$ cat src/rtl/muldiv_pkg.sv
// Shared encodings and sizing for the iterative multiply/divide sequencer.
package muldiv_pkg;

    localparam int unsigned XLEN  = 32;
    localparam int unsigned ITER  = 32;
    localparam int unsigned CNT_W = $clog2(ITER);

    typedef enum logic [1:0] {
        OP_MUL   = 2'b00,
        OP_MULHU = 2'b01,
        OP_DIVU  = 2'b10,
        OP_REMU  = 2'b11
    } op_e;

    typedef enum logic [1:0] {
        S_IDLE = 2'd0,
        S_RUN  = 2'd1,
        S_DONE = 2'd2
    } state_e;

    localparam logic [2:0] ALU_ADD = 3'b000;
    localparam logic [2:0] ALU_SUB = 3'b001;
    localparam logic [2:0] ALU_AND = 3'b010;
    localparam logic [2:0] ALU_OR  = 3'b011;

    function automatic logic is_div_op(input op_e o);
        return (o == OP_DIVU) || (o == OP_REMU);
    endfunction

    // MULHU and REMU return the upper/remainder register, the others the lower/quotient one.
    function automatic logic is_hi_op(input op_e o);
        return (o == OP_MULHU) || (o == OP_REMU);
    endfunction

endpackage

$ cat src/rtl/alu.sv
// Shared integer ALU; carry_c is the adder carry-out (1 = no borrow on subtract).
module alu
    import muldiv_pkg::*;
(
    input  logic [XLEN-1:0] src_a,
    input  logic [XLEN-1:0] src_b,
    input  logic [2:0]      alu_control,
    output logic [XLEN-1:0] result_c,
    output logic            carry_c
);

    logic            sub;
    logic [XLEN:0]   sum;

    always_comb begin
        sub      = (alu_control == ALU_SUB);
        sum      = {1'b0, src_a} + {1'b0, (sub ? ~src_b : src_b)} + (XLEN + 1)'(sub);
        result_c = sum[XLEN-1:0];
        carry_c  = 1'b0;
        case (alu_control)
            ALU_ADD, ALU_SUB: carry_c  = sum[XLEN];
            ALU_AND:          result_c = src_a & src_b;
            ALU_OR:           result_c = src_a | src_b;
            default:          ;
        endcase
    end

endmodule

$ cat src/rtl/muldiv_seq.sv
// Iterative unsigned MUL/MULHU/DIVU/REMU sequencer: one ALU step per cycle for 32 cycles,
// start/busy/done handshake, synchronous flush abort.
module muldiv_seq
    import muldiv_pkg::*;
(
    input  logic            clk,
    input  logic            rst,
    input  logic            start,
    input  logic            flush,
    input  logic [1:0]      op,
    input  logic [XLEN-1:0] a,
    input  logic [XLEN-1:0] b,
    output logic            busy,
    output logic            done,
    output logic [XLEN-1:0] result
);

    state_e            state_q, state_d;
    logic [CNT_W-1:0]  cnt_q, cnt_d;
    logic [XLEN-1:0]   hi_q, hi_d;
    logic [XLEN-1:0]   lo_q, lo_d;
    logic [XLEN-1:0]   b_q, b_d;
    op_e               op_q, op_d;
    logic              busy_q, busy_d;
    logic              done_q, done_d;
    logic [XLEN-1:0]   result_q, result_d;

    logic              div_mode;
    logic [XLEN-1:0]   shl_r;
    logic [XLEN-1:0]   alu_a;
    logic [XLEN-1:0]   alu_res;
    logic [2:0]        alu_ctl;
    logic              alu_c;
    logic              take;
    logic              mul_c;
    logic [XLEN-1:0]   mul_h;

    // Divide works on R already shifted left with Q's top bit; multiply adds into hi directly.
    assign div_mode = is_div_op(op_q);
    assign shl_r    = {hi_q[XLEN-2:0], lo_q[XLEN-1]};
    assign alu_a    = div_mode ? shl_r : hi_q;
    assign alu_ctl  = div_mode ? ALU_SUB : ALU_ADD;

    alu u_alu (
        .src_a       (alu_a),
        .src_b       (b_q),
        .alu_control (alu_ctl),
        .result_c    (alu_res),
        .carry_c     (alu_c)
    );

    always_comb begin
        state_d  = state_q;
        cnt_d    = cnt_q;
        hi_d     = hi_q;
        lo_d     = lo_q;
        b_d      = b_q;
        op_d     = op_q;
        result_d = result_q;
        take     = 1'b0;
        mul_c    = 1'b0;
        mul_h    = hi_q;

        case (state_q)
            S_IDLE: begin
                if (start && !flush) begin
                    state_d = S_RUN;
                    cnt_d   = '0;
                    hi_d    = '0;
                    lo_d    = a;
                    b_d     = b;
                    op_d    = op_e'(op);
                end
            end
            S_RUN: begin
                if (flush) begin
                    state_d = S_IDLE;
                end else begin
                    if (div_mode) begin
                        // Shifted-out R bit set means R' >= 2^32 > b, so subtract regardless of C.
                        take = hi_q[XLEN-1] | alu_c;
                        hi_d = take ? alu_res : shl_r;
                        lo_d = {lo_q[XLEN-2:0], take};
                    end else begin
                        if (lo_q[0]) begin
                            mul_c = alu_c;
                            mul_h = alu_res;
                        end
                        hi_d = {mul_c, mul_h[XLEN-1:1]};
                        lo_d = {mul_h[0], lo_q[XLEN-1:1]};
                    end
                    cnt_d = cnt_q + CNT_W'(1);
                    if (cnt_q == CNT_W'(ITER - 1)) begin
                        state_d  = S_DONE;
                        result_d = is_hi_op(op_q) ? hi_d : lo_d;
                    end
                end
            end
            S_DONE: state_d = S_IDLE;
            default: state_d = S_IDLE;
        endcase

        busy_d = (state_d != S_IDLE);
        done_d = (state_d == S_DONE);
    end

    always_ff @(posedge clk or negedge rst) begin
        if (!rst) begin
            state_q  <= S_IDLE;
            cnt_q    <= '0;
            hi_q     <= '0;
            lo_q     <= '0;
            b_q      <= '0;
            op_q     <= OP_MUL;
            busy_q   <= 1'b0;
            done_q   <= 1'b0;
            result_q <= '0;
        end else begin
            state_q  <= state_d;
            cnt_q    <= cnt_d;
            hi_q     <= hi_d;
            lo_q     <= lo_d;
            b_q      <= b_d;
            op_q     <= op_d;
            busy_q   <= busy_d;
            done_q   <= done_d;
            result_q <= result_d;
        end
    end

    assign busy   = busy_q;
    assign done   = done_q;
    assign result = result_q;

endmodule
$ cat config.mk
export PLATFORM = sky130hd
export DESIGN_NAME = muldiv_seq
export DESIGN_NICKNAME = d
export VERILOG_FILES = /design/src/rtl/muldiv_pkg.sv /design/src/rtl/alu.sv /design/src/rtl/muldiv_seq.sv
export SDC_FILE = /design/constraint.sdc
export NUM_CORES = 1
export LEC_CHECK = 0
export CAP_MARGIN = 15
export CORE_MARGIN = 4
export CORE_UTILIZATION = 55
export CTS_CLUSTER_DIAMETER = 150
export CTS_CLUSTER_SIZE = 40
export DETAILED_ROUTE_END_ITERATION = 6
export GPL_TIMING_DRIVEN = 0
export PLACE_DENSITY = 0.83
export SLEW_MARGIN = 20
export SYNTH_ARGS = -nofsm -noshare
export SYNTH_HDL_FRONTEND = slang
export SYNTH_SLANG_ARGS = --single-unit
$ cat constraint.sdc
create_clock -name clk -period 16.5 [get_ports clk]
set_clock_uncertainty 0.2 [all_clocks]
set_input_delay 2.475 -clock clk [delete_from_list [all_inputs] [get_ports clk]]
set_output_delay 2.475 -clock clk [all_outputs]
set_load 0.005 [all_outputs]
## Word-level counts from Yosys, hierarchy flattened

Cells that the tools add are included.
W data, S select, Z words.

| storage, ports and cells | value |
|---|---|
| word-level logic and storage cells | 64 |
| output and inout port bits | 34 |
| ROM bits | 0 |
| RAM bits | 0 |
| memories kept | 0 |
| input port bits | 70 |
| latch bits | 0 |
| flip-flop bits (word level) | 139 |

| operators by class | value |
|---|---|
| equality and inequality tests | 11 |
| multiply operators | 0 |
| div/mod/pow operators | 0 |
| multiplexer cells | 24 |
| bitwise operators | 5 |
| reductions and logical operators | 12 |
| shifts and indexed selects | 0 |
| add/sub/neg operators | 3 |
| $lt $le $gt $ge | 0 |

Operators by type and width:

| cell | count |
|---|---|
| $mux W32 | 11 |
| $pmux W32 S2 | 3 |
| $add A32 B32 Y33 | 1 |
| $add A33 B1 Y33 | 1 |
| $and A32 B32 Y32 | 1 |
| $not A32 Y32 | 1 |
| $or A32 B32 Y32 | 1 |
| $mux W5 | 2 |
| $pmux W5 S2 | 1 |
| $eq A2 B2 Y1 const B | 3 |
| $mux W2 | 3 |
| $reduce_and A3 Y1 | 2 |
| $add A5 B1 Y5 const B | 1 |
| $eq A5 B5 Y1 const B | 1 |
| $eq A1 B2 Y1 const B | 2 |
| $eq A2 B1 Y1 const B | 2 |
| $ne A2 B2 Y1 const B | 2 |
| $pmux W2 S2 | 1 |
| $reduce_bool A2 Y1 | 2 |
| $logic_not A3 Y1 | 1 |
| $mux W1 | 3 |
| $logic_not A2 Y1 | 1 |
| $logic_or A1 B1 Y1 | 2 |
| $reduce_and A2 Y1 | 1 |
| 6 further kinds | 6 |

## Depth between registers and ports, before layout

Gate-level depths: netlist of the first run.

| depth | value |
|---|---|
| depth after elaboration | 13 |
| mapped depth | 20 |
| gate-level depth less buffers | 12 |

## Cells and area by module

A second synthesis of the first run with hierarchy kept.

| unflattened totals | value |
|---|---|
| cell total of the unflattened synthesis | 1090 |
| area, all modules | 10239.8 um^2 |

Modules (own cells, without submodules):

| module | times used | area an instance (um^2) | cells each | seq. area each (um^2) |
|---|---|---|---|---|
| muldiv_seq | 1 | 7432.1 | 693 | 3478.3 |
| alu | 1 | 2807.7 | 397 | 0.0 |

## Worst setup path after synthesis of the first run

Ideal clock, no wire load.

| timing path | value |
|---|---|
| path type | flip-flop to flip-flop |
| start | reg op_q[1] |
| end | reg result_q[1] (netlist: result[1]) |
| stages on the path, launching flop included | 17 |
| slack | 11220 ps |
| arrival | 4955 ps |
| clock period less this slack | 5280 ps |
| required time | 16175 ps |
| library setup time | 125 ps |
| path buffers | 5 |
| cell sequence | dfrtp_1 > clkbuf_1 > buf_1 > clkbuf_1 > clkbuf_1 > xor2_1 > ha_1 > nand2_2 > or4_1 > a211o_1 > and2_1 > buf_6 > a2111oi_4 > nor2_1 > mux2_4 > mux4_2 > mux2_2 |

| on the way | value |
|---|---|
| longest elaborated chain between the ends | 12 |
| elaborated cells on any way between the ends | 25 |
| classes of those cells | 2 x add/sub; 6 x eq/ne; 10 x mux; 3 x bitwise; 4 x reduce/logical |

RTL lines:

| what | line | RTL |
|---|---|---|
| from (decl) | muldiv_seq.sv:23 | `op_e op_q, op_d;` |
| from (signal assigned) | muldiv_seq.sv:124 | `op_q <= op_d;` |
| $eq A2 B2 Y1 (on tied branches) | muldiv_pkg.sv:27, muldiv_pkg.sv:32 |  |
| $logic_or A1 B1 Y1 | muldiv_pkg.sv:27 | `return (o == OP_DIVU) \|\| (o == OP_REMU);` |
| $mux W1 | muldiv_seq.sv:42 | `assign alu_ctl = div_mode ? ALU_SUB : ALU_ADD;` |
| $eq A1 B1 Y1 | alu.sv:16, alu.sv:20 |  |
| $mux W32 | alu.sv:17 | `sum = {1'b0, src_a} + {1'b0, (sub ? ~src_b : src_b)} + (XLEN + 1)'(sub);` |
| $add A32 B32 Y33 | alu.sv:17 |  |
| $add A33 B1 Y33 | alu.sv:17 |  |
| $mux W1 | alu.sv:20 | `case (alu_control)` |
| $or A1 B1 Y1 | muldiv_seq.sv:81 | `take = hi_q[XLEN-1] \| alu_c;` |
| $mux W32 | muldiv_seq.sv:82 | `hi_d = take ? alu_res : shl_r;` |
| $mux W32 | muldiv_seq.sv:79 | `if (div_mode) begin` |
| $mux W32 * | muldiv_seq.sv:95 | `result_d = is_hi_op(op_q) ? hi_d : lo_d;` |
| to (signal assigned) | muldiv_seq.sv:127 | `result_q <= result_d;` |
| to (decl) | muldiv_seq.sv:26 | `logic [XLEN-1:0] result_q, result_d;` |

Every way passes the cells marked *; elsewhere a longest branch is shown, timed or not.
A chain may end at the register's enable or synchronous reset.

## Worst setup path in the final report of the first run

| timing path | value |
|---|---|
| start | reg op_q[1] |
| end | reg result_q[2] (netlist: result[2]) |

The elaborated chain is that of the path after synthesis.

==> tab_implementation.tex, run 1 <==
\begin{tabular}{lr}
\hline
Metric & Value \\
\hline
\multicolumn{2}{l}{\textbf{Floorplanning}} \\
\quad Starting density of the core & between 50 and 60\% \\
\quad Total Die Area & between 15000 and 20000 um\^{}2 \\
\quad Number of top-level pins & 104 \\
\quad Standard-cell rows & between 40 and 50 \\
\quad X dimension of the die & 140 um \\
\quad DIE HEIGHT & about 140 um \\
\quad Core Region & around 17000 um\^{}2 \\
\multicolumn{2}{l}{\textbf{STA}} \\
\quad Transition time at the pin with the least slew margin & about 1.1 ns \\
\quad Hold Violations, Final & 0 \\
\quad Setup-violating endpoint count in the final report & 0 \\
\quad Relative slew slack & between 20\% and 30\% \\
\quad Highest clock rate & roughly 140 MHz \\
\quad Final period util & between 40\% and 50\% \\
\quad Sum of negative setup slack & 0 ns \\
\quad Max-slew violations & 0 \\
\quad Unrepaired setup endpoints after global routing & no \\
\quad Min setup slack post-route & between 9 and 10 ns \\
\quad Time the worst path needs with I/O delays and setup & approximately 7.3 ns \\
\multicolumn{2}{l}{\textbf{Critical path}} \\
\quad FF-to-FF End & result[2] \\
\quad CP endpoint kind & flip-flop \\
\quad Cell mode on critical path & sky130\_fd\_sc\_hd\_\_clkbuf\_1 \\
\quad Nature of the critical path startpoint & flip-flop \\
\quad Highest net fanout along the worst path & 10 \\
\quad Highest cell delay on the worst timing path & 0.86 ns \\
\quad Reg-to-reg startpoint & op\_q[1] \\
\quad Required time reported for the critical path endpoint & between 15 and 20 ns \\
\quad Register-to-register path setup slack & 9.25 ns \\
\quad Category of the most critical setup path & flip-flop to flip-flop \\
\quad Standard cell with the maximum stage delay on the critical path & sky130\_fd\_sc\_hd\_\_clkbuf\_1 \\
\quad Critical-path cell list & clkbuf\_1 > buf\_1 > clkbuf\_1 > clkbuf\_1 > xor2\_1 > ha\_1 > nand2\_2 > or4\_1 > a211o\_1 > and2\_1 > buf\_6 > a2111oi\_4 > or2\_1 > buf\_6 > buf\_2 > a21oi\_1 > a211oi\_1 > o21ai\_0 \\
\quad Worst R2R Path Depth & 18 \\
\quad Crit path DAT & about 7.4 ns \\
\multicolumn{2}{l}{\textbf{Synthesis}} \\
\quad Cell accounting for the most synthesized area & sky130\_fd\_sc\_hd\_\_dfrtp\_1 \\
\quad Number of warnings printed during yosys synthesis & 0 \\
\quad Number of enable-type register cells in the synthesized netlist & 0 \\
\quad Post-synthesis cell type count & 68 \\
\quad Syn Area/Cell & between 8 and 9 um\^{}2 \\
\quad Commonest register cell after synthesis & sky130\_fd\_sc\_hd\_\_dfrtp\_1 \\
\quad Synthesized netlist net count & 1208 \\
\quad Number of cells produced by synthesis & 1104 \\
\quad Post-synth ARST share & 100\% \\
\quad Share of synthesized area occupied by flip-flops and latches & around 36\% \\
\quad Synth top area share & around 36\% \\
\quad Cell types occupying the most area after synthesis & sky130\_fd\_sc\_hd\_\_dfrtp\_1 (36\%), sky130\_fd\_sc\_hd\_\_nand2\_1 (8.2\%), sky130\_fd\_sc\_hd\_\_mux2i\_1 (6.0\%), sky130\_fd\_sc\_hd\_\_o21ai\_0 (4.4\%), sky130\_fd\_sc\_hd\_\_mux2\_2 (4.4\%) \\
\quad Flops \& latches, synth & 139 \\
\quad Area of the mapped netlist & roughly 9600 um\^{}2 \\
\multicolumn{2}{l}{\textbf{CTS}} \\
\quad Count of clock tree sinks & roughly 140 \\
\quad Clock insertion delay at the later pin of the skew report & about 0.44 ns \\
\quad Root buffer cell & sky130\_fd\_sc\_hd\_\_clkbuf\_16 \\
\quad Reg clk slew, reported paths & $\sim$0.070 ns \\
\quad Maximum buffer depth of the clock tree & 2 \\
\quad Number of clock buffers inserted by TritonCTS & 17 \\
\quad CTS hold repair buffers & 0 \\
\quad TritonCTS clock tree & done \\
\quad \# H-tree levels & 4 \\
\quad Post-CTS setup buffer count & 0 \\
\quad Number of gates given a new drive strength after cts & 0 \\
\multicolumn{2}{l}{\textbf{Global routing}} \\
\quad Largest net degree at the start of global routing & 94 \\
\quad Number of global-route vias before repair & between 9000 and 10000 \\
\quad Antenna violations before repair & 0 \\
\quad First-pass GRT wire length & approximately 50000 um \\
\quad Global route total overflow & 0 \\
\quad Gr usage total & roughly a third \\
\multicolumn{2}{l}{\textbf{Final layout}} \\
\quad Finished Layout Cells & approximately 1500 \\
\quad Total inserted antenna cells & 0 \\
\quad Number of nets at the end of the flow & 1332 \\
\quad Area grow syn2layout & 20.2\% \\
\quad Utilization after layout & about two thirds \\
\quad Share of post-route cells with drive strength above 1 & approximately 7.7\% \\
\multicolumn{2}{l}{\textbf{Route}} \\
\quad Final Routed Wirelength & $\sim$32000 um \\
\quad Number of antenna-violating nets in the routed design & 0 \\
\quad Wirelength per Cell & 21.6 um \\
\quad Number of search-and-repair iterations in the first detailed-routing pass & 6 \\
\quad Residual DRC count & 0 \\
\quad Via Count & around 9500 \\
\quad Drt via density & approximately 6.5 \\
\quad Drt first-iter violations & approximately 1200 \\
\multicolumn{2}{l}{\textbf{Min path}} \\
\quad Hold-critical path endpoint & result[11] \\
\quad Cells on Worst Hold Path & 2 \\
\quad Path type of the worst min-delay path & flip-flop to flip-flop \\
\quad Min-Delay Startpoint & result[11] \\
\multicolumn{2}{l}{\textbf{Placement}} \\
\quad Port-buffer cells & $\sim$100 \\
\quad Post-Place Worst Slack & approximately 9.5 ns \\
\quad Placed insts & approximately 1400 \\
\quad Detailed Place HPWL & $\sim$23000 um \\
\quad GP Congestion & 0.994 \\
\multicolumn{2}{l}{\textbf{Power and ir drop}} \\
\quad Worst-case vdd ir drop & 210 uV \\
\quad P per Cell Area & between 150 and 200 nW/um\^{}2 \\
\quad Leakage power & between 5 and 6 nW \\
\multicolumn{2}{l}{\textbf{Run}} \\
\quad Maximum Capacitance Violations & 0 \\
\multicolumn{2}{l}{\textbf{Run status}} \\
\quad Result of the run & finished clean \\
\hline
\end{tabular}
layout by cell type (no fill, tap or decap), types with 16 or more instances in the layout:
| cell type | n |
|---|---|
| sky130_fd_sc_hd__mux2i_1 | 57 |
| sky130_fd_sc_hd__o21ai_0 | 84 |
| sky130_fd_sc_hd__xnor2_1 | 16 |
| sky130_fd_sc_hd__inv_1 | 29 |
| sky130_fd_sc_hd__clkbuf_16 | 17 |
| sky130_fd_sc_hd__mux2_2 | 37 |
| sky130_fd_sc_hd__a21oi_1 | 82 |
| sky130_fd_sc_hd__nor3_1 | 21 |
| sky130_fd_sc_hd__nor2_1 | 65 |
| sky130_fd_sc_hd__dfrtp_1 | 139 |
| sky130_fd_sc_hd__a22o_1 | 16 |
| sky130_fd_sc_hd__clkdlybuf4s50_1 | 102 |
| sky130_fd_sc_hd__nand2_1 | 208 |
| sky130_fd_sc_hd__clkbuf_1 | 65 |
| sky130_fd_sc_hd__ha_1 | 33 |
| sky130_fd_sc_hd__xor2_1 | 43 |
layer usage:
| layer | part of all wire, % | wire [um] | GRT usage (%) | vias to the layer above |
|---|---|---|---|---|
| li1 | - | - | - | 4214 |
| met1 | 39 | 12200 | 42.5 | 4512 |
| met2 | 46 | 14600 | 50.5 | 635 |
| met3 | 11 | 3440 | 6.76 | 113 |
| met4 | 3.9 | 1230 | 12.7 | 0 |
| met5 | 0 | 0 | 0 | - |
synth_stat cells, drive strengths merged (12+ instances only):
cell type  count
a21o          12
mux2          38
a21oi         82
dfrtp        139
nor3          21
o21ai         87
nor2          65
a211oi        14
mux2i         57
xor2          43
ha            33
inv           29
clkbuf        65
a22o          16
a31oi         12
xnor2         16
nand2        210
worst max path at each step:
stage / cells past startpoint / slack (ns) / end / start
floorplan: 16 / 11.22 / result[1] / op_q[1]
global placement: 1 / 7.22 / b_q[9] / rst
detailed placement: 18 / 9.54 / result[2] / op_q[1]
CTS: 18 / 9.50 / result[2] / op_q[1]
global route: 19 / 9.04 / hi_q[31] / op_q[1]
finish: 18 / 9.25 / result[2] / op_q[1]
through the flow:
| stage | cell area, um^2 | hold WS (ns) | power, mW |
|---|---|---|---|
| after global placement | 10900 | 0.267 | 1.68 |
| after detailed placement | 10900 | 0.270 | 1.71 |
| final | 11500 | 0.283 | 2.14 |
| after global routing | 11500 | 0.322 | 2.25 |
| after CTS | 11500 | 0.284 | 2.10 |
| after floorplan | 9570 | 0.255 | 1.37 |
kinds of logic (layout without fill, tap and decap cells):
logic type	Yosys count	after routing	share of synthesized area, %
and+or+nand+nor	346	346	15.3
AOI/OAI and AO/OA	320	320	21.9
DFF	139	139	36.4
buffers and inverters	104	241	4.43
muxes	102	102	12.1
xor gates and xnor gates	59	59	5.40
adders and majority gates	34	34	4.53
layout make-up:
class	instances	area (um^2)
Tap cell	220	275
Fill cell	1410	5320
Multi-Input combinational cell	861	5670
Sequential cell	139	3480
Inverter	29	109
Clock buffer	19	453
Clock inverter	13	131
Buffer	75	315
Timing Repair Buffer	105	1070
sequential cells by signal, indices dropped and copies added (netlist names):
name     count
state_q      2
op_q         2
hi_q        32
cnt_q        5
done         1
lo_q        32
busy         1
result      32
b_q         32
worst max-delay path: cells and delay by family, from the launching register on:
family | cells | cell delay, ns
AOI/OAI and AO/OA | 5 | 1.60
xor gates and xnor gates | 1 | 0.18
adders and majority gates | 1 | 0.40
buffers and inverters | 7 | 3.35
DFF | 1 | 0.34
and+or+nand+nor | 4 | 1.03
report_power, final:
part           internal (mW)  leakage [nW]  switching (mW)
Combinational          0.485          3.03           0.765
Sequential             0.415          1.82          0.0828
Clock                  0.219         0.283           0.169
(Power assumes the default switching activity.)
==> run 2, diff against run 1 <==
==> constraint.sdc (replaced) <==
create_clock -name clk -period 6.9 [get_ports clk]
set_clock_uncertainty 0.2 [all_clocks]
set_input_delay 1.035 -clock clk [delete_from_list [all_inputs] [get_ports clk]]
set_output_delay 1.035 -clock clk [all_outputs]
set_load 0.005 [all_outputs]
==> tab_implementation.tex, run 2 (synthesized netlist as in run 1, its figures left out) <==
\begin{tabular}{lr}
\hline
Metric & Value \\
\hline
\multicolumn{2}{l}{\textbf{Floorplanning}} \\
\quad Starting density of the core & 56.9\% (unchanged) \\
\quad Number of top-level pins & 104 (unchanged) \\
\quad Total Die Area & 19600 um\^{}2 (unchanged) \\
\quad Core Region & 16800 um\^{}2 (unchanged) \\
\quad X dimension of the die & 140 um (unchanged) \\
\quad Standard-cell rows & 47 (unchanged) \\
\quad DIE HEIGHT & 140 um (unchanged) \\
\multicolumn{2}{l}{\textbf{Final layout}} \\
\quad Number of nets at the end of the flow & 1332 (unchanged) \\
\quad Share of post-route cells with drive strength above 1 & 7.82\% (+0.16 points) \\
\quad Most common cell after layout, fill and taps aside & sky130\_fd\_sc\_hd\_\_nand2\_1 \\
\quad Total inserted antenna cells & 0 (unchanged) \\
\quad Area grow syn2layout & 20.2\% (about the same) \\
\quad Fill count & 1409 (-0.071\%) \\
\quad Utilization after layout & 68.4\% (about the same) \\
\quad Finished Layout Cells & 1461 (unchanged) \\
\quad Most frequent cells in the layout & sky130\_fd\_sc\_hd\_\_nand2\_1 (208), sky130\_fd\_sc\_hd\_\_dfrtp\_1 (139), sky130\_fd\_sc\_hd\_\_clkdlybuf4s50\_1 (102) \\
\multicolumn{2}{l}{\textbf{Route}} \\
\quad Number of search-and-repair iterations in the first detailed-routing pass & 5 (-1) \\
\quad Residual DRC count & 0 (unchanged) \\
\quad Drt first-iter violations & 1243 (+3.3\%) \\
\quad Wirelength per Cell & 21.6 um (+0.11\%) \\
\quad Via Count & 9415 (-0.62\%) \\
\quad Final Routed Wirelength & 31600 um (+0.11\%) \\
\quad Number of antenna-violating nets in the routed design & 0 (unchanged) \\
\quad Drt via density & 6.44 (-0.62\%) \\
\multicolumn{2}{l}{\textbf{Critical path}} \\
\quad Reg-to-reg startpoint & op\_q[1] \\
\quad Register-to-register path setup slack & 0.23 ns (-9.02 ns) \\
\quad Nature of the critical path startpoint & flip-flop \\
\quad Category of the most critical setup path & flip-flop to flip-flop \\
\quad Highest net fanout along the worst path & 10 (unchanged) \\
\quad Standard cell with the maximum stage delay on the critical path & sky130\_fd\_sc\_hd\_\_clkbuf\_1 \\
\quad CP endpoint kind & flip-flop \\
\quad FF-to-FF End & hi\_q[31] \\
\quad Cell type group with the largest total delay on the critical path & buffers and inverters \\
\quad Highest cell delay on the worst timing path & 0.63 ns (-0.23 ns) \\
\quad Required time reported for the critical path endpoint & 6.98 ns (-9.62 ns) \\
\quad Crit path DAT & 6.76 ns (-0.59 ns) \\
\quad Critical-path cell list & clkbuf\_1 > clkbuf\_2 > clkbuf\_2 > clkbuf\_1 > xor2\_1 > ha\_1 > nand2\_2 > or4\_1 > a211o\_1 > and2\_1 > buf\_6 > a2111oi\_4 > or2\_1 > buf\_6 > buf\_12 > buf\_2 > o22ai\_1 > a31oi\_1 > o22ai\_1 \\
\quad Worst R2R Path Depth & 19 (+1) \\
\quad Count of buffering cells on the critical path with inverters included & 8 (+1) \\
\multicolumn{2}{l}{\textbf{Global routing}} \\
\quad Largest net degree at the start of global routing & 94 (unchanged) \\
\quad Antenna violations before repair & 0 (unchanged) \\
\quad Gr usage total & 31.7\% (unchanged) \\
\quad Global route total overflow & 0 (unchanged) \\
\quad First-pass GRT wire length & 49200 um (unchanged) \\
\quad Number of global-route vias before repair & 9166 (unchanged) \\
\multicolumn{2}{l}{\textbf{Power and ir drop}} \\
\quad P per Cell Area & 444 nW/um\^{}2 (+140\%) \\
\quad Leakage power & 5.14 nW (+0.12\%) \\
\quad Worst-case vdd ir drop & 496 uV (+140\%) \\
\quad Total power & 5.11 mW (+140\%) \\
\multicolumn{2}{l}{\textbf{Placement}} \\
\quad Placed insts & 1429 (unchanged) \\
\quad GP Congestion & 0.994 (unchanged) \\
\quad Port-buffer cells & 103 (unchanged) \\
\quad Detailed Place HPWL & 23400 um (unchanged) \\
\multicolumn{2}{l}{\textbf{CTS}} \\
\quad Clock insertion delay at the later pin of the skew report & 0.44 ns (about the same) \\
\quad Maximum buffer depth of the clock tree & 2 (unchanged) \\
\quad \# H-tree levels & 4 (unchanged) \\
\quad Count of clock tree sinks & 139 (unchanged) \\
\quad Reg clk slew, reported paths & 0.07 ns (about the same) \\
\quad Root buffer cell & sky130\_fd\_sc\_hd\_\_clkbuf\_16 \\
\quad TritonCTS clock tree & done \\
\quad CTS hold repair buffers & 0 (unchanged) \\
\quad Post-CTS setup buffer count & 0 (unchanged) \\
\quad Number of clock buffers inserted by TritonCTS & 17 (unchanged) \\
\multicolumn{2}{l}{\textbf{Run}} \\
\quad Maximum Capacitance Violations & 0 (unchanged) \\
\multicolumn{2}{l}{\textbf{STA}} \\
\quad Transition time at the pin with the least slew margin & 0.924 ns (-0.140 ns) \\
\quad Unrepaired setup endpoints after global routing & no \\
\quad Setup-violating endpoint count in the final report & 0 (unchanged) \\
\quad Relative slew slack & 38.4\% (+9.4 points) \\
\quad Max-slew violations & 0 (unchanged) \\
\quad Hold Violations, Final & 0 (unchanged) \\
\quad Time the worst path needs with I/O delays and setup & 6.67 ns (-0.578 ns) \\
\quad Final period util & 96.7\% (+53 points) \\
\quad Highest clock rate & 150 MHz (+8.7\%) \\
\multicolumn{2}{l}{\textbf{Run status}} \\
\quad Result of the run & finished clean \\
\multicolumn{2}{l}{\textbf{Min path}} \\
\quad Path type of the worst min-delay path & input port to async pin \\
\hline
\end{tabular}
run 2: per-stage QoR:
step / hold slack (ns) / worst slack, ns / cell area, um^2 / setup TNS, ns
after floorplan: 0.255 / 1.62 / 9570 / 0
after global placement: 0.267 / -0.942 / 10900 / -128.97
after detailed placement: 0.270 / -0.0612 / 10900 / -0.0807
after CTS: 0.284 / 0.186 / 11500 / 0
after global routing: 0.313 / 0.00759 / 11500 / 0
final: 0.282 / 0.226 / 11500 / 0
run 2: power breakdown:
group          total (mW)  leakage, nW  switching, mW  internal, mW
Combinational        2.99         3.04           1.83          1.16
Sequential           1.19         1.82          0.197         0.993
Clock               0.931        0.283          0.407         0.524
Total                5.11         5.14           2.43          2.68
run 2: timing repair:
| action | CTS | global route |
|---|---|---|
| setup endpoints to repair | 9 | 29 |
| resized for setup | 1 | 1 |
| cloned | 0 | 0 |
run 2: worst max-delay path by stage:
stage | cells past startpoint | start | to
after global placement | 1 | rst | b_q[9]
after detailed placement | 18 | op_q[1] | result[2]
after CTS | 18 | op_q[1] | result[2]
after floorplan | 16 | op_q[1] | result[1]
after global routing | 19 | op_q[1] | hi_q[31]
final | 19 | op_q[1] | hi_q[31]
run 2: final cells by class:
class,count,area (um^2),area share (%)
Buffer,75,318,2.76
Clock buffer,19,453,3.94
Sequential cell,139,3480,30.2
Timing Repair Buffer,105,1070,9.29
Inverter,29,109,0.946
Clock inverter,13,131,1.14
Multi-Input combinational cell,861,5670,49.3
Tap cell,220,275,2.39
run 2: layer usage:
metal	track usage, %	share of wire, %	up-vias
met4	12.7	3.5	0
met3	6.76	10	101
li1	-	-	4199
met1	42.5	40	4503
met2	50.5	47	612
met5	0	0	-
==> run 3, diff against run 2 <==
--- a/config.mk
+++ b/config.mk
@@ -11,8 +11,9 @@
 export CTS_CLUSTER_DIAMETER = 150
 export CTS_CLUSTER_SIZE = 40
 export DETAILED_ROUTE_END_ITERATION = 6
+export DONT_BUFFER_PORTS = 1
 export GPL_TIMING_DRIVEN = 0
-export PLACE_DENSITY = 0.83
+export PLACE_DENSITY = 0.75
 export SLEW_MARGIN = 20
 export SYNTH_ARGS = -nofsm -noshare
 export SYNTH_HDL_FRONTEND = slang
==> tab_implementation.tex, run 3 (synthesized netlist as in run 1, its figures left out) <==
\begin{tabular}{lr}
\hline
Metric & Value \\
\hline
\multicolumn{2}{l}{\textbf{Run status}} \\
\quad Result of the run & finished with violations \\
\quad Violations in the final reports & DRC \\
\multicolumn{2}{l}{\textbf{CTS}} \\
\quad CTS hold repair buffers & 0 (unchanged) \\
\quad Root buffer cell & sky130\_fd\_sc\_hd\_\_clkbuf\_16 \\
\quad Clock insertion delay at the later pin of the skew report & 0.44 ns (about the same) \\
\quad Post-CTS setup buffer count & 0 (unchanged) \\
\quad Number of clock buffers inserted by TritonCTS & 17 (unchanged) \\
\quad Maximum buffer depth of the clock tree & 2 (unchanged) \\
\quad TritonCTS clock tree & done \\
\quad Count of clock tree sinks & 139 (unchanged) \\
\quad \# H-tree levels & 4 (unchanged) \\
\quad Reg clk slew, reported paths & 0.07 ns (about the same) \\
\multicolumn{2}{l}{\textbf{Critical path}} \\
\quad Critical path startpoint & op\_q[1] \\
\quad Highest cell delay on the worst timing path & 0.58 ns (-0.05 ns) \\
\quad Highest net fanout along the worst path & 10 (unchanged) \\
\quad Worst R2R Path Depth & 18 (-1) \\
\quad Category of the most critical setup path & flip-flop to flip-flop \\
\quad Crit path DAT & 6.71 ns (-0.05 ns) \\
\quad Nature of the critical path startpoint & flip-flop \\
\quad Standard cell with the maximum stage delay on the critical path & sky130\_fd\_sc\_hd\_\_clkbuf\_1 \\
\quad Count of buffering cells on the critical path with inverters included & 7 (-1) \\
\quad Number of logic stages on the critical path including buffering & 18 (-1) \\
\quad Cell type group with the largest total delay on the critical path & buffers and inverters \\
\quad Reg-to-reg startpoint & op\_q[1] \\
\quad Critical-path cell list & clkbuf\_1 > clkbuf\_2 > clkbuf\_2 > clkbuf\_1 > xor2\_1 > ha\_1 > nand2\_2 > or4\_1 > a211o\_1 > and2\_1 > buf\_6 > a2111oi\_4 > or2\_1 > buf\_6 > buf\_2 > mux2i\_1 > o311ai\_0 > a21oi\_1 \\
\quad CP endpoint kind & flip-flop \\
\quad Required time reported for the critical path endpoint & 7.00 ns (+0.02 ns) \\
\multicolumn{2}{l}{\textbf{Global routing}} \\
\quad Global route total overflow & 0 (unchanged) \\
\quad Gr usage total & 31.6\% (-0.19 points) \\
\quad Antenna violations before repair & 0 (unchanged) \\
\quad Number of global-route vias before repair & 8750 (-4.5\%) \\
\quad First-pass GRT wire length & 48500 um (-1.3\%) \\
\quad Largest net degree at the start of global routing & 140 (+49\%) \\
\multicolumn{2}{l}{\textbf{Placement}} \\
\quad Port-buffer cells & 0 (-100\%) \\
\quad Detailed Place HPWL & 22800 um (-2.5\%) \\
\quad GP Congestion & 0.967 (-2.8\%) \\
\quad Post-Place Worst Slack & -0.158 ns (-0.0966 ns) \\
\multicolumn{2}{l}{\textbf{Floorplanning}} \\
\quad DIE HEIGHT & 140 um (unchanged) \\
\quad Starting density of the core & 56.9\% (unchanged) \\
\quad Total Die Area & 19600 um\^{}2 (unchanged) \\
\quad Standard-cell rows & 47 (unchanged) \\
\quad Core Region & 16800 um\^{}2 (unchanged) \\
\quad Number of top-level pins & 104 (unchanged) \\
\quad X dimension of the die & 140 um (unchanged) \\
\multicolumn{2}{l}{\textbf{Final layout}} \\
\quad Total inserted antenna cells & 0 (unchanged) \\
\quad Most frequent cells in the layout & sky130\_fd\_sc\_hd\_\_nand2\_1 (208), sky130\_fd\_sc\_hd\_\_dfrtp\_1 (139), sky130\_fd\_sc\_hd\_\_o21ai\_0 (84) \\
\quad Area grow syn2layout & 9.02\% \\
\quad Most common cell after layout, fill and taps aside & sky130\_fd\_sc\_hd\_\_nand2\_1 \\
\quad Number of nets at the end of the flow & 1228 (-7.8\%) \\
\quad Share of post-route cells with drive strength above 1 & 8.44\% (+0.63 points) \\
\multicolumn{2}{l}{\textbf{Power and ir drop}} \\
\quad Total power & 5.01 mW (-1.9\%) \\
\quad P per Cell Area & 481 nW/um\^{}2 (+8.2\%) \\
\quad Worst-case vdd ir drop & 303 uV (-39\%) \\
\quad Leakage power & 4.73 nW (-7.9\%) \\
\multicolumn{2}{l}{\textbf{STA}} \\
\quad Hold Violations, Final & 0 (unchanged) \\
\quad Transition time at the pin with the least slew margin & 0.873 ns (-0.0511 ns) \\
\quad Final period util & 95.8\% (-0.95 points) \\
\quad Min setup slack post-route & 0.291 ns (+0.0656 ns) \\
\quad Time the worst path needs with I/O delays and setup & 6.61 ns (-0.0656 ns) \\
\quad Highest clock rate & 151 MHz (+0.99\%) \\
\quad Relative slew slack & 41.8\% (+3.4 points) \\
\quad Unrepaired setup endpoints after global routing & no \\
\quad Max-slew violations & 0 (unchanged) \\
\quad Setup-violating endpoint count in the final report & 0 (unchanged) \\
\quad Worst Hold Slack & 0.0854 ns (-0.197 ns) \\
\multicolumn{2}{l}{\textbf{Route}} \\
\quad Drt first-iter violations & 912 (-27\%) \\
\quad Wirelength per Cell & 22.8 um (+5.4\%) \\
\quad Residual DRC count & 1 (+1) \\
\quad Final Routed Wirelength & 30900 um (-2.1\%) \\
\quad Via Count & 8866 (-5.8\%) \\
\quad Number of search-and-repair iterations in the first detailed-routing pass & 7 (+2) \\
\quad Number of antenna-violating nets in the routed design & 0 (unchanged) \\
\quad Drt via density & 6.53 (+1.4\%) \\
\multicolumn{2}{l}{\textbf{Min path}} \\
\quad Path type of the worst min-delay path & input port to async pin \\
\multicolumn{2}{l}{\textbf{Run}} \\
\quad Maximum Capacitance Violations & 0 (unchanged) \\
\hline
\end{tabular}
run 3: timing repair:
| item | CTS | global route |
|---|---|---|
| pin swaps | 0 | 0 |
| setup endpoints to repair | 22 | 46 |
| resized for setup | 1 | 3 |
run 3: layout make-up:
class | count | area (um^2)
buffer | 75 | 319
sequential | 139 | 3480
clock buffer | 17 | 425
timing repair buffer | 1 | 7.51
inverter | 29 | 109
multi-input combinational | 861 | 5670
clock inverter | 15 | 145
tap | 220 | 275
fill | 1474 | 6390
run 3: worst register-to-register path: stages (launching register included):
cell and delay, ns:
sky130_fd_sc_hd__dfrtp_1 0.35, sky130_fd_sc_hd__clkbuf_1 0.55, sky130_fd_sc_hd__clkbuf_2 0.49, sky130_fd_sc_hd__clkbuf_2 0.51, sky130_fd_sc_hd__clkbuf_1 0.58, sky130_fd_sc_hd__xor2_1 0.15
sky130_fd_sc_hd__ha_1 0.43, sky130_fd_sc_hd__nand2_2 0.13, sky130_fd_sc_hd__or4_1 0.51, sky130_fd_sc_hd__a211o_1 0.26, sky130_fd_sc_hd__and2_1 0.15, sky130_fd_sc_hd__buf_6 0.13
sky130_fd_sc_hd__a2111oi_4 0.57, sky130_fd_sc_hd__or2_1 0.20, sky130_fd_sc_hd__buf_6 0.16, sky130_fd_sc_hd__buf_2 0.29, sky130_fd_sc_hd__mux2i_1 0.17, sky130_fd_sc_hd__o311ai_0 0.49
sky130_fd_sc_hd__a21oi_1 0.14
run 3: final timing paths:
check | endpoint | slack (ns)
min in group clk | cnt_q[4] | 0.29
hold reg to reg | cnt_q[4] | 0.29
setup / recovery | result[24] | 0.29
hold / removal | lo_q[26] | 0.09
max in group asynchronous | hi_q[14] | 6.14
setup reg to reg | result[24] | 0.29
run 3: layer usage:
layer / part of all wire (%) / global-route usage, %
met1: 41 / 42.5
met2: 46 / 49.9
met3: 9.0 / 7.07
met4: 3.7 / 12.1
met5: 0 / 0
run 3: where the power goes:
group | total [mW] | internal, mW | switching (mW)
Clock | 0.910 | 0.480 | 0.430
Combinational | 2.92 | 1.12 | 1.79
Sequential | 1.19 | 0.992 | 0.194
Total | 5.01 | 2.60 | 2.42
run 3: per-stage QoR:
step           area (um^2)  std cells  utilization, %  TNS, ns
2_1_floorplan         9570       1104               -        0
3_3_place_gp          9840       1324            58.5   -0.183
3_5_place_dp          9860       1325            58.6   -0.882
4_1_cts              10400       1357            62.0        0
5_1_grt              10400       1357            62.0        0
6_report             10400       1357            62.0        0
==> edit 1: new RTL, flow settings as in run 3 <==
The 3 states of `state_e` get a one-hot encoding in 3 bits.
--- a/src/rtl/muldiv_pkg.sv
+++ b/src/rtl/muldiv_pkg.sv
@@ -12,10 +12,10 @@
         OP_REMU  = 2'b11
     } op_e;
 
-    typedef enum logic [1:0] {
-        S_IDLE = 2'd0,
-        S_RUN  = 2'd1,
-        S_DONE = 2'd2
+    typedef enum logic [2:0] {
+        S_IDLE = 3'b001,
+        S_RUN  = 3'b010,
+        S_DONE = 3'b100
     } state_e;
 
     localparam logic [2:0] ALU_ADD = 3'b000;
Check against the original RTL: no difference found for any inputs over 10 cycles, from zero or initial values and one cycle with rst low; not proved beyond that.
==> edit 1 against run 3 <==
Via count decreased by 1.9%; fmax increased by 10%; global-route usage decreased by 1.7 points; cell area increased by 1.3%; routed wire length decreased by 4.8%; setup slack improved by 0.61 ns; synthesized area increased by 1.0%; worst hold slack improved by 0.0035 ns; sequential cell count increased by 1.
Power is not compared: it rests on default switching activity, and its combinational part moved more than twofold at a synthesized area within 25%.
==> edit 1: results (changes against run 3) <==
status -> finished clean
Post-synth top cells -> dfrtp_1, nand2_1, a21oi_1, nor2_1, o21ai_0
Vias -> 8699 (-1.9%)
Bufs on Longest Clock Path -> 2 (unchanged)
Top Layer Used -> met4
count of cell types in the netlist -> 83 (+22%)
placed inst area -> 0.00995 mm2 (+0.93%)
FF-to-FF setup slack -> 0.90 ns (+0.61 ns)
clock root buffer -> clkbuf_16
PortBufs -> 0 (unchanged)
H-tree depth -> 4 (unchanged)
Pleak -> 4.66 nW
# nets final -> 1185 (-3.5%)
largest net degree at the start of global routing -> 141 (+0.71%)
share of cells above drive strength 1 -> 0.132 (+0.0472)
routed wl met2 -> 13300 um (-7.2%)
WP data arrival -> 6.18 ns (-0.53 ns)
leading post-synthesis cells by cell area -> dfrtp_1, mux2_2, mux2i_1
antenna cell count -> 0 (unchanged)
M1 WL -> 12500 um (-1.6%)
area share of the largest cell type after synthesis -> 0.360 (-0.00372)
final HPWL from detailed placement -> 22100 um (-3.1%)
synthesized area per cell -> 9.10 um2 (+5.0%)
R2R depth -> 15 (-3)
global placement routability congestion -> 0.976 (+0.94%)
Critical Path End -> result[6]
gr usage total -> 0.298 (-0.0173)
sequential area share after synthesis -> 0.363 (-0.00100)
first-pass GRT wire length -> 46400 um (-4.3%)
sw frac -> 0.399
Initial DRC Count -> 872 (-4.4%)
cell count after placement -> 1287 (-2.9%)
slew margin rel. -> 0.399 (-0.0190)
vias in the first global route -> 8235 (-5.9%)
PD cells -> 314 mW/mm2
Reg-to-Reg Start -> op_q[1]
Max FO, Critical Path -> 10 (unchanged)
final wirelength -> 29400 um (-4.8%)
final period utilization -> 0.869 (-0.0889)
Place WS -> 1.17 ns (+1.33 ns)
First-pass DRT Iterations -> 7 (unchanged)
drt wl/cell -> 22.3 um (-2.0%)
CTS Buf Count -> 17 (unchanged)
met3 wire length -> 2880 um (+3.5%)
PostCTS Resize Cnt -> 0 (-1)
[edit 1: worst min-delay path by stage]
stage,endpoint,from,slack (ns),cells past startpoint
4_1_cts,result[3],rst,0.09,0
2_1_floorplan,lo_q[27],lo_q[27],0.26,2
5_1_grt,lo_q[4],rst,0.07,0
6_report,lo_q[8],rst,0.09,0
3_3_place_gp,lo_q[27],lo_q[27],0.29,2
3_5_place_dp,cnt_q[4],cnt_q[4],0.30,1
[edit 1: kinds of logic (layout without fill, tap and decap cells)]
group,count (synthesis),in the layout,share of synthesized area
XOR/XNOR,60,60,0.0544
adder cells (fa/ha/maj),34,34,0.0448
AND/OR/NAND/NOR,281,281,0.132
multiplexers,121,121,0.135
buffers and inverters,86,118,0.0365
AO/OA/AOI/OAI,340,340,0.236
flip-flops,140,140,0.363
[edit 1: layout make-up]
cell class | instances | area, um2
plain buffers | 68 | 285
clock buffers | 19 | 443
clock inverters | 13 | 179
fillers | 1470 | 6670
inverters | 18 | 67.6
multi-input cells | 836 | 5810
flip-flops and latches | 140 | 3500
well taps | 225 | 282
[edit 1: routing by layer]
metal  up-vias  global-route usage
li1       3961                   -
met1      4189               0.416
met5         -                   0
met2       481               0.469
met3        68              0.0679
met4         0              0.0826
[edit 1: worst max-delay path, cell delays in order (launching register included)]
cell	delay [ns]
dfrtp_1	0.52
clkbuf_1	0.52
clkbuf_1	0.64
clkbuf_1	0.57
mux2_2	0.45
fa_1	0.50
a211oi_1	0.38
o211ai_1	0.21
nand4_1	0.19
nand3_1	0.12
nand2_2	0.21
o21a_1	0.39
buf_4	0.28
nand2_1	0.09
a311oi_1	0.44
o22a_1	0.21
==> edit 2: new RTL, settings of run 3 <==
Made on the original files. `ITER`: 32 -> 128.
--- a/src/rtl/muldiv_pkg.sv
+++ b/src/rtl/muldiv_pkg.sv
@@ -2,7 +2,7 @@
 package muldiv_pkg;
 
     localparam int unsigned XLEN  = 32;
-    localparam int unsigned ITER  = 32;
+    localparam int unsigned ITER  = 128;
     localparam int unsigned CNT_W = $clog2(ITER);
 
     typedef enum logic [1:0] {
Check against the original RTL: same outputs for any inputs over 10 cycles, from zero or initial values and one cycle with rst low; that may be too few to reach the edited logic, so the function may still have changed.
==> edit 2 against run 3 <==
The flow still finishes with violations (DRC); synthesized area up 2.2%; sequential cell count up 2; routed wire length up 2.7%; cell area up 2.3%; utilization down 0.53 points; synthesized cell count down 4.7%; power down 1.5%; setup slack better by 0.36 ns; largest power group unchanged.
==> edit 2: results (changes against run 3) <==
DRC viols -> 1 (unchanged)
share of cells above drive strength 1 -> 0.122 (+0.0372)
core area -> 0.0174 mm2 (+3.2%)
leading post-synthesis cells by cell area -> dfrtp_1, mux2_2, mux2i_1
Place WS -> 0.823 ns (+0.981 ns)
met3 wire length -> 3290 um (+18%)
met1 Usage GRT -> 0.418 (-0.00712)
adder-cell share of the synthesized area -> 0.0430 (-0.00226)
placed inst area -> 0.0101 mm2 (+2.2%)
Compound-Gate Fraction of Synth Area -> 0.232 (+0.0128)
Vias -> 8821 (-0.51%)
buffer share of cell area -> 0.0299 (-0.00141)
global placement routability congestion -> 0.973 (+0.63%)
Largest stage delay, worst path -> 0.73 ns (+0.15 ns)
slowest cell on the critical path -> buf_1
#FFs+latches synth -> 141 (+1.4%)
# nets final -> 1175 (-4.3%)
GRT met2 Usage -> 0.496 (-0.00325)
maximum vdd drop -> 257 uV (-15%)
PostCTS Resize Cnt -> 0 (-1)
Post-synth top cells -> dfrtp_1, nand2_1, a21oi_1, nor2_1, mux2_2
first-pass GRT wire length -> 49300 um (+1.5%)
antenna violations before repair -> 1 (+1)
Clock Network Area Fraction -> 0.0559 (+0.00122)
#MultiIn Comb -> 821 (-4.6%)
failing checks -> DRC
Initial DRC Count -> 1167 (+28%)
FF-to-FF setup slack -> 0.65 ns (+0.36 ns)
Worst-Margin Slew -> 0.973 ns (+0.0991 ns)
WP data arrival -> 6.43 ns (-0.28 ns)
final wirelength -> 31700 um (+2.7%)
clock buffers -> 19 (+2)
filler cell count -> 1472 (-0.14%)
cell count after placement -> 1278 (-3.5%)
fraction of area in multi-input gates -> 0.552 (+0.00857)
status -> finished, violations left
largest net degree at the start of global routing -> 142 (+1.4%)
non-clock buffer count -> 77 (+1.3%)
inverters -> 14 (-52%)
synthesized area per cell -> 9.30 um2 (+7.3%)
met3 global-route usage -> 0.0927 (+0.0220)
Top Layer Used -> met5
post-synthesis xor/xnor area fraction -> 0.0572 (+0.00318)
Hold WS -> 0.0891 ns (+0.00369 ns)
gr usage total -> 0.319 (+0.00346)
multi-input combinational cell area -> 0.00589 mm2 (+3.9%)
routed wl met2 -> 14300 um (about the same)
Seq. cell area -> 0.00353 mm2 (+1.4%)
sequential area share after synthesis -> 0.361 (-0.00279)
vias in the first global route -> 8664 (-0.98%)
final cell count without fillers -> 1310 (-3.5%)
==> edit 2: worst reg2reg max path, delay by kind of cell (launching register included) <==
family | cells | cell delay (ns)
buffers and inverters | 5 | 2.29
AO/OA/AOI/OAI | 6 | 2.10
AND/OR/NAND/NOR | 3 | 0.54
adder cells (fa/ha/maj) | 1 | 0.52
flip-flops | 1 | 0.35
multiplexers | 1 | 0.20
==> edit 2: final timing paths <==
check                      startpoint          to  cells after the start
setup reg to reg              op_q[1]  result[12]                     16
min in group clk             lo_q[15]    lo_q[15]                      2
max in group asynchronous         rst     b_q[16]                      0
setup / recovery              op_q[1]  result[12]                     16
hold reg to reg              lo_q[15]    lo_q[15]                      2
hold / removal                    rst    lo_q[11]                      0
==> edit 2: power by group <==
| part | internal, mW | switching, mW | total [mW] |
|---|---|---|---|
| combinational | 1.05 | 1.72 | 2.78 |
| sequential | 1.00 | 0.198 | 1.20 |
| clock | 0.571 | 0.393 | 0.964 |
